`src/rtl/screen_pkg.sv`:
```
// Shared screen types for the VGA background path: screen ids, 12-bit pixel
// struct, fade range and the sequencer state encoding.
package screen_pkg;

  typedef enum logic [1:0] {
    TITLE = 2'd0,
    GAME  = 2'd1,
    END   = 2'd2
  } screen_t;

  typedef enum logic [2:0] {
    ST_TITLE    = 3'd0,
    ST_GAME     = 3'd1,
    ST_END      = 3'd2,
    ST_FADE_OUT = 3'd3,
    ST_FADE_IN  = 3'd4
  } state_t;

  typedef struct packed {
    logic [3:0] r;
    logic [3:0] g;
    logic [3:0] b;
  } rgb12_t;

  localparam logic [4:0] FADE_MAX = 5'd16;

  // Scale one channel by level/16; saturates if level is ever driven above 16.
  function automatic logic [3:0] scale_chan(input logic [3:0] c, input logic [4:0] level);
    logic [8:0] prod;
    prod = {5'd0, c} * {4'd0, level};
    return prod[8] ? 4'hF : prod[7:4];
  endfunction

  function automatic state_t steady_state_of(input screen_t s);
    state_t st;
    case (s)
      TITLE:   st = ST_TITLE;
      GAME:    st = ST_GAME;
      END:     st = ST_END;
      default: st = ST_TITLE;
    endcase
    return st;
  endfunction

endpackage

```
`src/rtl/screen_sequencer_rgb_fade.sv`:
```
// Combinational brightness scaler: each 4-bit channel multiplied by level/16,
// truncated (no rounding).
module rgb_fade
  import screen_pkg::*;
(
  input  rgb12_t     rgb_i,
  input  logic [4:0] level_i,
  output rgb12_t     rgb_o
);

  // Per-channel scaling.
  always_comb begin
    rgb_o   = '0;
    rgb_o.r = scale_chan(rgb_i.r, level_i);
    rgb_o.g = scale_chan(rgb_i.g, level_i);
    rgb_o.b = scale_chan(rgb_i.b, level_i);
  end

endmodule

```
`src/rtl/screen_sequencer.sv`:
```
// Title -> game -> end screen sequencer with frame-paced fade-out/fade-in,
// background source mux and the registered VGA colour outputs.
module screen_sequencer
  import screen_pkg::*;
#(
  parameter int FADE_STEP_FRAMES = 2
) (
  input  logic        vga_clk,
  input  logic        reset_n,
  input  logic        frame_tick,
  input  logic        blank,
  input  logic        start,
  input  logic        game_over,
  input  logic        restart,
  input  logic [11:0] title_rgb,
  input  logic [11:0] game_rgb,
  input  logic [11:0] end_rgb,
  output logic [3:0]  red,
  output logic [3:0]  green,
  output logic [3:0]  blue,
  output logic [1:0]  screen_sel,
  output logic        busy
);

  localparam int CNT_W = (FADE_STEP_FRAMES > 1) ? $clog2(FADE_STEP_FRAMES) : 1;
  localparam logic [CNT_W-1:0] CNT_LAST = CNT_W'(FADE_STEP_FRAMES - 1);
  localparam logic [CNT_W-1:0] CNT_ONE  = CNT_W'(1);

  state_t           state_q, state_d;
  screen_t          target_q, target_d;
  screen_t          sel_q, sel_d;
  logic [4:0]       level_q, level_d;
  logic [CNT_W-1:0] cnt_q, cnt_d;
  rgb12_t           rgb_q, rgb_d;

  rgb12_t           mux_rgb_s;
  rgb12_t           faded_rgb_s;

  // Next-state logic for the screen flow and fade pacing.
  always_comb begin
    state_d  = state_q;
    target_d = target_q;
    sel_d    = sel_q;
    level_d  = level_q;
    cnt_d    = cnt_q;
    case (state_q)
      ST_TITLE: begin
        if (start) begin
          target_d = GAME;
          state_d  = ST_FADE_OUT;
          cnt_d    = '0;
        end else begin
          state_d = ST_TITLE;
        end
      end
      ST_GAME: begin
        if (game_over) begin
          target_d = END;
          state_d  = ST_FADE_OUT;
          cnt_d    = '0;
        end else begin
          state_d = ST_GAME;
        end
      end
      ST_END: begin
        if (restart) begin
          target_d = TITLE;
          state_d  = ST_FADE_OUT;
          cnt_d    = '0;
        end else begin
          state_d = ST_END;
        end
      end
      ST_FADE_OUT: begin
        if (!frame_tick) begin
          state_d = ST_FADE_OUT;
        end else if (level_q == 5'd0) begin
          // Screen swaps only while fully dark.
          sel_d   = target_q;
          state_d = ST_FADE_IN;
          cnt_d   = '0;
        end else if (cnt_q == CNT_LAST) begin
          cnt_d   = '0;
          level_d = level_q - 5'd1;
        end else begin
          cnt_d = cnt_q + CNT_ONE;
        end
      end
      ST_FADE_IN: begin
        if (!frame_tick) begin
          state_d = ST_FADE_IN;
        end else if (cnt_q == CNT_LAST) begin
          cnt_d   = '0;
          level_d = level_q + 5'd1;
          if (level_q == FADE_MAX - 5'd1) begin
            state_d = steady_state_of(target_q);
          end else begin
            state_d = ST_FADE_IN;
          end
        end else begin
          cnt_d = cnt_q + CNT_ONE;
        end
      end
      default: begin
        state_d  = ST_TITLE;
        target_d = TITLE;
        sel_d    = TITLE;
        level_d  = FADE_MAX;
        cnt_d    = '0;
      end
    endcase
  end

  // Background source select by displayed screen.
  always_comb begin
    mux_rgb_s = '0;
    case (sel_q)
      TITLE:   mux_rgb_s = rgb12_t'(title_rgb);
      GAME:    mux_rgb_s = rgb12_t'(game_rgb);
      END:     mux_rgb_s = rgb12_t'(end_rgb);
      default: mux_rgb_s = '0;
    endcase
  end

  rgb_fade u_rgb_fade (
    .rgb_i   (mux_rgb_s),
    .level_i (level_q),
    .rgb_o   (faded_rgb_s)
  );

  // Blanking ahead of the output register.
  always_comb begin
    if (blank) begin
      rgb_d = faded_rgb_s;
    end else begin
      rgb_d = '0;
    end
  end

  // State, fade counters and pixel output registers.
  always_ff @(posedge vga_clk or negedge reset_n) begin
    if (!reset_n) begin
      state_q  <= ST_TITLE;
      target_q <= TITLE;
      sel_q    <= TITLE;
      level_q  <= FADE_MAX;
      cnt_q    <= '0;
      rgb_q    <= '0;
    end else begin
      state_q  <= state_d;
      target_q <= target_d;
      sel_q    <= sel_d;
      level_q  <= level_d;
      cnt_q    <= cnt_d;
      rgb_q    <= rgb_d;
    end
  end

  assign red        = rgb_q.r;
  assign green      = rgb_q.g;
  assign blue       = rgb_q.b;
  assign screen_sel = sel_q;
  assign busy       = (state_q == ST_FADE_OUT) || (state_q == ST_FADE_IN);

endmodule

```
`config.mk`:
```
export PLATFORM = sky130hd
export DESIGN_NAME = screen_sequencer
export DESIGN_NICKNAME = d
export VERILOG_FILES = /design/src/rtl/screen_pkg.sv /design/src/rtl/screen_sequencer_rgb_fade.sv /design/src/rtl/screen_sequencer.sv
export SDC_FILE = /design/constraint.sdc
export NUM_CORES = 1
export LEC_CHECK = 0
export BUFFER_PORTS_ARGS = -buffer_cell sky130_fd_sc_hd__buf_2
export CELL_PAD_IN_SITES_DETAIL_PLACEMENT = 0
export CELL_PAD_IN_SITES_GLOBAL_PLACEMENT = 1
export CORE_MARGIN = 5
export CORE_UTILIZATION = 45
export DETAILED_ROUTE_END_ITERATION = 10
export PLACE_DENSITY = 0.93
export SLEW_MARGIN = 20
export SYNTH_ARGS = -nofsm -noshare
export SYNTH_HDL_FRONTEND = slang
export SYNTH_SLANG_ARGS = --single-unit
```
`constraint.sdc`:
```
create_clock -name vga_clk -period 8.04 [get_ports vga_clk]
set_input_delay 0.402 -clock vga_clk [delete_from_list [all_inputs] [get_ports vga_clk]]
set_output_delay 0.402 -clock vga_clk [all_outputs]
set_load 0.1 [all_outputs]
```
---- Word-level counts from Yosys, hierarchy flattened ----
Cells that the tools add are included.
cells by class
  $add $sub $neg .......................... 3
  multipliers ............................. 3
  equality and inequality tests ........... 20
  mux-type cells .......................... 36
  bitwise gates (word level) .............. 3
  reductions and logical operators ........ 12
operator list
  kind                                                                    number
  12-bit one-hot mux with 3 select lines                                  1
  4-bit by 5-bit multiplier with 9-bit output                             3
  5-bit two-way mux                                                       5
  2-bit != test (second input constant)                                   9
  3-bit two-way mux                                                       5
  3-bit one-hot mux with 5 select lines                                   1
  5-bit one-hot mux with 3 select lines                                   1
  2-bit two-way mux                                                       7
  12-bit two-way mux                                                      1
  4-bit two-way mux                                                       3
  1-bit two-way mux                                                       8
  2-bit one-hot mux with 2 select lines                                   2
  2-bit one-hot mux with 4 select lines                                   1
  3-bit by 2-bit equality test with 1-bit output (second input constant)  2
  3-bit != test (second input constant)                                   2
  6-bit AND reduction                                                     1
  5-bit by 1-bit adder with 5-bit output (second input constant)          1
  5-bit by 4-bit equality test with 1-bit output (second input constant)  1
  5-bit zero test                                                         1
  1-bit one-hot mux with 5 select lines                                   1
  5-bit AND reduction                                                     1
  5-bit by 1-bit subtractor with 5-bit output (second input constant)     1
  2-bit by 1-bit equality test with 1-bit output (second input constant)  2
  2-bit equality test (second input constant)                             2
  13 further kinds                                                        15
word-level totals
  bits in registers ....................... 25
  input bits .............................. 43
  output and inout port bits .............. 15
  logic and storage cells ................. 85

---- Depth between registers and ports, before layout ----
  depth after elaboration ................. 6
  gate-level depth with buffers ........... 17
  gate-level depth less buffers ........... 15

---- Cells and area by module ----
Synthesis repeated with hierarchy kept, for this count alone.
unflattened totals
  cells, all modules ...................... 366
  area total of the unflattened synthesis .. 3208.1 um^2
by module, submodules not included
  module            times used  cells each  area an instance (um^2)  seq. area each (um^2)
  rgb_fade          1           197         1635.3                   0.0
  screen_sequencer  1           169         1572.8                   626.9

---- Worst setup path before layout ----
No wires, ideal clock.
  kind .................................... reg2reg
  from .................................... register sel_q[1] (netlist: screen_sel[1])
  to ...................................... register rgb_q (netlist bit green[1])
  library setup time ...................... 0.064 ns
  arrival time ............................ 4.220 ns
  data required time ...................... 7.976 ns
  setup slack ............................. 3.756 ns
  stages on the path, launching flop included .. 17
  path buffers ............................ 2
  clock period less this slack ............ 4.284 ns
  cells stage by stage .................... dfrtp_1 buf_6 buf_6 mux2i_1 o21ai_0 and2_1 fa_1 inv_1 fa_1 inv_1 ha_1 a21o_1 a21o_1 a21o_1 a21oi_1 mux2i_1 a21o_1
RTL lines
  item                      RTL line                 source
  start: declaration        screen_sequencer.sv:31   screen_t sel_q, sel_d;
  start signal: assignment  screen_sequencer.sv:152  sel_q <= sel_d;
  end signal: assignment    screen_sequencer.sv:155  rgb_q <= rgb_d;
  end: declaration          screen_sequencer.sv:34   rgb12_t rgb_q, rgb_d;

==> results.py <==
metrics = {
    "run_status": {
        "status": "complete, no violations",
    },
    "grt": {
        "grt_pass1_vias": 2968,
        "grt_max_degree": 26,
        "grt_use_total_pct": 18.7,
        "grt-ovfl-total": 0,
        "antenna_found_initial": 0,
        "grt_pass1_wl_um": 13700,
    },
    "cts": {
        "root_buffer": "clkbuf_8",
        "cts_tree": "done",
        "cts_num_sinks": 25,
        "post-cts-setup-buffers": 0,
        "clockBufferDepth": 2,
        "cts_resized": 0,
        "clkLatencyLatePin_ns": 0.28,
        "cts.htree.levels": 1,
        "ctsHoldBuffers": 0,
        "path_clk_slew_ns": 0.10,
        "cts_buffers": 3,
    },
    "critical_path": {
        "cp-end-kind": "flop",
        "path_cells": "nor2b_4 -> nand2_1 -> o21ai_0 -> nand2_1 -> fa_1 -> fa_1 -> inv_1 -> ha_1 -> nand2_1 -> nor3_1 -> a211oi_1 -> o41ai_1 -> xor2_1 -> a21o_1",
        "cp_num_buf_inv": 1,
        "cp_data_arrival_time_ns": 4.77,
        "worst_path_most_repeated_cell": "nand2_1",
        "worst-path-max-fanout": 24,
        "worstPathRequired_ns": 8.22,
        "critical-path-max-stage-delay_ns": 0.87,
        "path_class": "flop to flop",
        "cp_top_family": "adder cells",
        "worstSetupStartpointType": "flop",
        "critPathSlowestCell": "dfrtp_1",
    },
    "drt": {
        "final_antenna_net_count": 0,
        "dr.first_iter.drc_count": 138,
        "drcViolationCount": 0,
        "drt-total-wl_um": 8090,
        "vias_per_cell": 5.52,
        "drtPass1Iterations": 4,
        "vias": 2904,
        "wire_per_inst_um": 15.4,
    },
    "synth": {
        "synth.distinct_cells": 59,
        "synth_nets": 477,
        "netlist_area_mm2": 0.00328,
        "synth-seq-cells": 25,
        "ys_top_cells_by_area": "dfrtp_1 18%, ha_1 14%, fa_1 9.8%",
        "yosys.area.top_type": "dfrtp_1",
        "ys_warn_count": 0,
        "yosysTopAreaCellShare_pct": 18.3,
        "seq_area_frac_synth_pct": 19.1,
        "ys.flop_type": "dfrtp_1",
        "ys_top_cells_by_count": "45 x nand2_1, 39 x and2_1, 36 x ha_1",
        "yosysMostFrequentCell": "nand2_1",
        "syn_inst": 382,
        "async_flop_share_pct": 100,
        "syn_avg_cell_area_um2": 8.59,
        "synth_edf_count": 0,
    },
    "cells_and_area": {
        "fin_nets": 523,
        "area_delta_synth_final_pct": 11.1,
        "diodes": 0,
        "nFillCells": 705,
        "layout-drive-gt1-share_pct": 18.0,
    },
    "die": {
        "rows": 31,
        "dieHeight_um": 95.4,
        "die_x_um": 95.4,
        "ios": 58,
        "core_area_mm2": 0.00718,
        "initial_core_util_pct": 45.8,
        "dieArea_mm2": 0.00910,
    },
    "sta": {
        "slew_viol_final": 0,
        "setup_viol": 0,
        "rsz0062_at_grt": "false",
        "slew-limit-headroom_pct": 36.8,
        "min_period_over_period_pct": 57.1,
        "period_minus_slack_ns": 4.59,
        "hold_viol_final": 0,
        "max_freq_mhz": 218,
        "tightest_slew_ns": 0.948,
        "skew_ns": 0.00606,
        "tns_ns": 0,
    },
    "job": {
        "max-cap-violations": 0,
    },
    "place": {
        "gp_congestion": 0.856,
        "hpwl_um": 6360,
        "port-buffer-count": 57,
    },
    "worst_hold_path": {
        "hp-class": "primary input to asynchronous set/reset pin",
    },
}
through the flow:
step           hold WS, ns  area, µm²  utilization [%]  setup WS, ns  cells
4_1_cts              0.148       3650             50.8          3.41    526
2_1_floorplan        0.106       3280                -          3.76    382
3_3_place_gp         0.432       3600             50.2          3.60    522
5_1_grt              0.175       3650             50.8          3.12    526
6_report             0.120       3650             50.8          3.45    526
3_5_place_dp         0.461       3600             50.2          3.45    522
worst register-to-register path, delay by kind of cell (launching register included):
| kind | cells | cell delay (ns) |
|---|---|---|
| fa+ha+maj | 3 | 1.35 |
| simple gates | 5 | 1.06 |
| compound gates | 4 | 1.04 |
| flops | 1 | 0.87 |
| buf+inv | 1 | 0.04 |
| xor+xnor | 1 | 0.12 |
sequential cells by signal, summed over array words and instances, names as in the netlist:
register,count
target_q,2
green,4
cnt_q,1
screen_sel,2
red,4
level_q,5
state_q,3
blue,4
cells in the final DEF, fill, tap and decap left out, types with 2 or more instances in the layout:
| cell type | instances |
|---|---|
| buf_2 | 57 |
| nand2_1 | 45 |
| and2_1 | 39 |
| ha_1 | 36 |
| inv_1 | 28 |
| dfrtp_1 | 24 |
| nor2_1 | 19 |
| mux2i_1 | 18 |
| a21o_1 | 18 |
| a21oi_1 | 16 |
| fa_1 | 16 |
| o21ai_0 | 15 |
| xnor2_1 | 10 |
| xor2_1 | 6 |
| o21ai_1 | 5 |
| a22o_1 | 5 |
| o22ai_1 | 5 |
| nand3b_1 | 4 |
| nand4_1 | 4 |
| nor2b_1 | 3 |
| inv_2 | 3 |
| a31oi_1 | 3 |
| nand3_1 | 3 |
| o21a_1 | 3 |
| o21bai_1 | 3 |
| clkbuf_8 | 3 |
| o2bb2ai_2 | 2 |
| nor3_1 | 2 |
| a22oi_1 | 2 |
| nand2b_1 | 2 |
layer usage:
metal | global-route usage [%] | part of all wire [%]
met1 | 23.6 | 43
met2 | 34.0 | 51
met3 | 1.66 | 4.7
met4 | 5.45 | 1.6
met5 | 0 | 0
worst paths after layout:
check / slack (ns) / depth (start not counted) / from / endpoint
worst max-delay path: 3.45 / 14 / screen_sel[0] / green[3]
worst min-delay path: 0.12 / 1 / reset_n / red[0]
worst max register to register: 3.45 / 14 / screen_sel[0] / green[3]
worst min register to register: 0.62 / 1 / target_q[0] / screen_sel[0]
max in group asynchronous: 7.49 / 1 / reset_n / blue[1]
min in group vga_clk: 0.48 / 3 / start / target_q[0]
cells by family after synthesis:
| family | after synthesis | share of synthesized area (%) |
|---|---|---|
| muxes | 19 | 5.83 |
| xor gates and xnor gates | 16 | 4.27 |
| adders and majority gates | 52 | 23.5 |
| AOI/OAI and AO/OA | 97 | 21.5 |
| DFF | 25 | 19.1 |
| and+or+nand+nor | 126 | 19.5 |
| buffers and inverters | 47 | 6.33 |
layout make-up:
cell class / count / area [µm²] / area share, %
tap: 99 / 124 / 3.40
inverter: 31 / 116 / 3.19
multi-input combinational: 310 / 2450 / 67.1
clock inverter: 1 / 5.00 / 0.137
timing repair buffer: 57 / 285 / 7.82
sequential: 25 / 627 / 17.2
clock buffer: 3 / 41.3 / 1.13
Power is left out: the tool's default activity adds up to more than one toggle a clock period on the data nets, which glitch-free logic cannot reach.
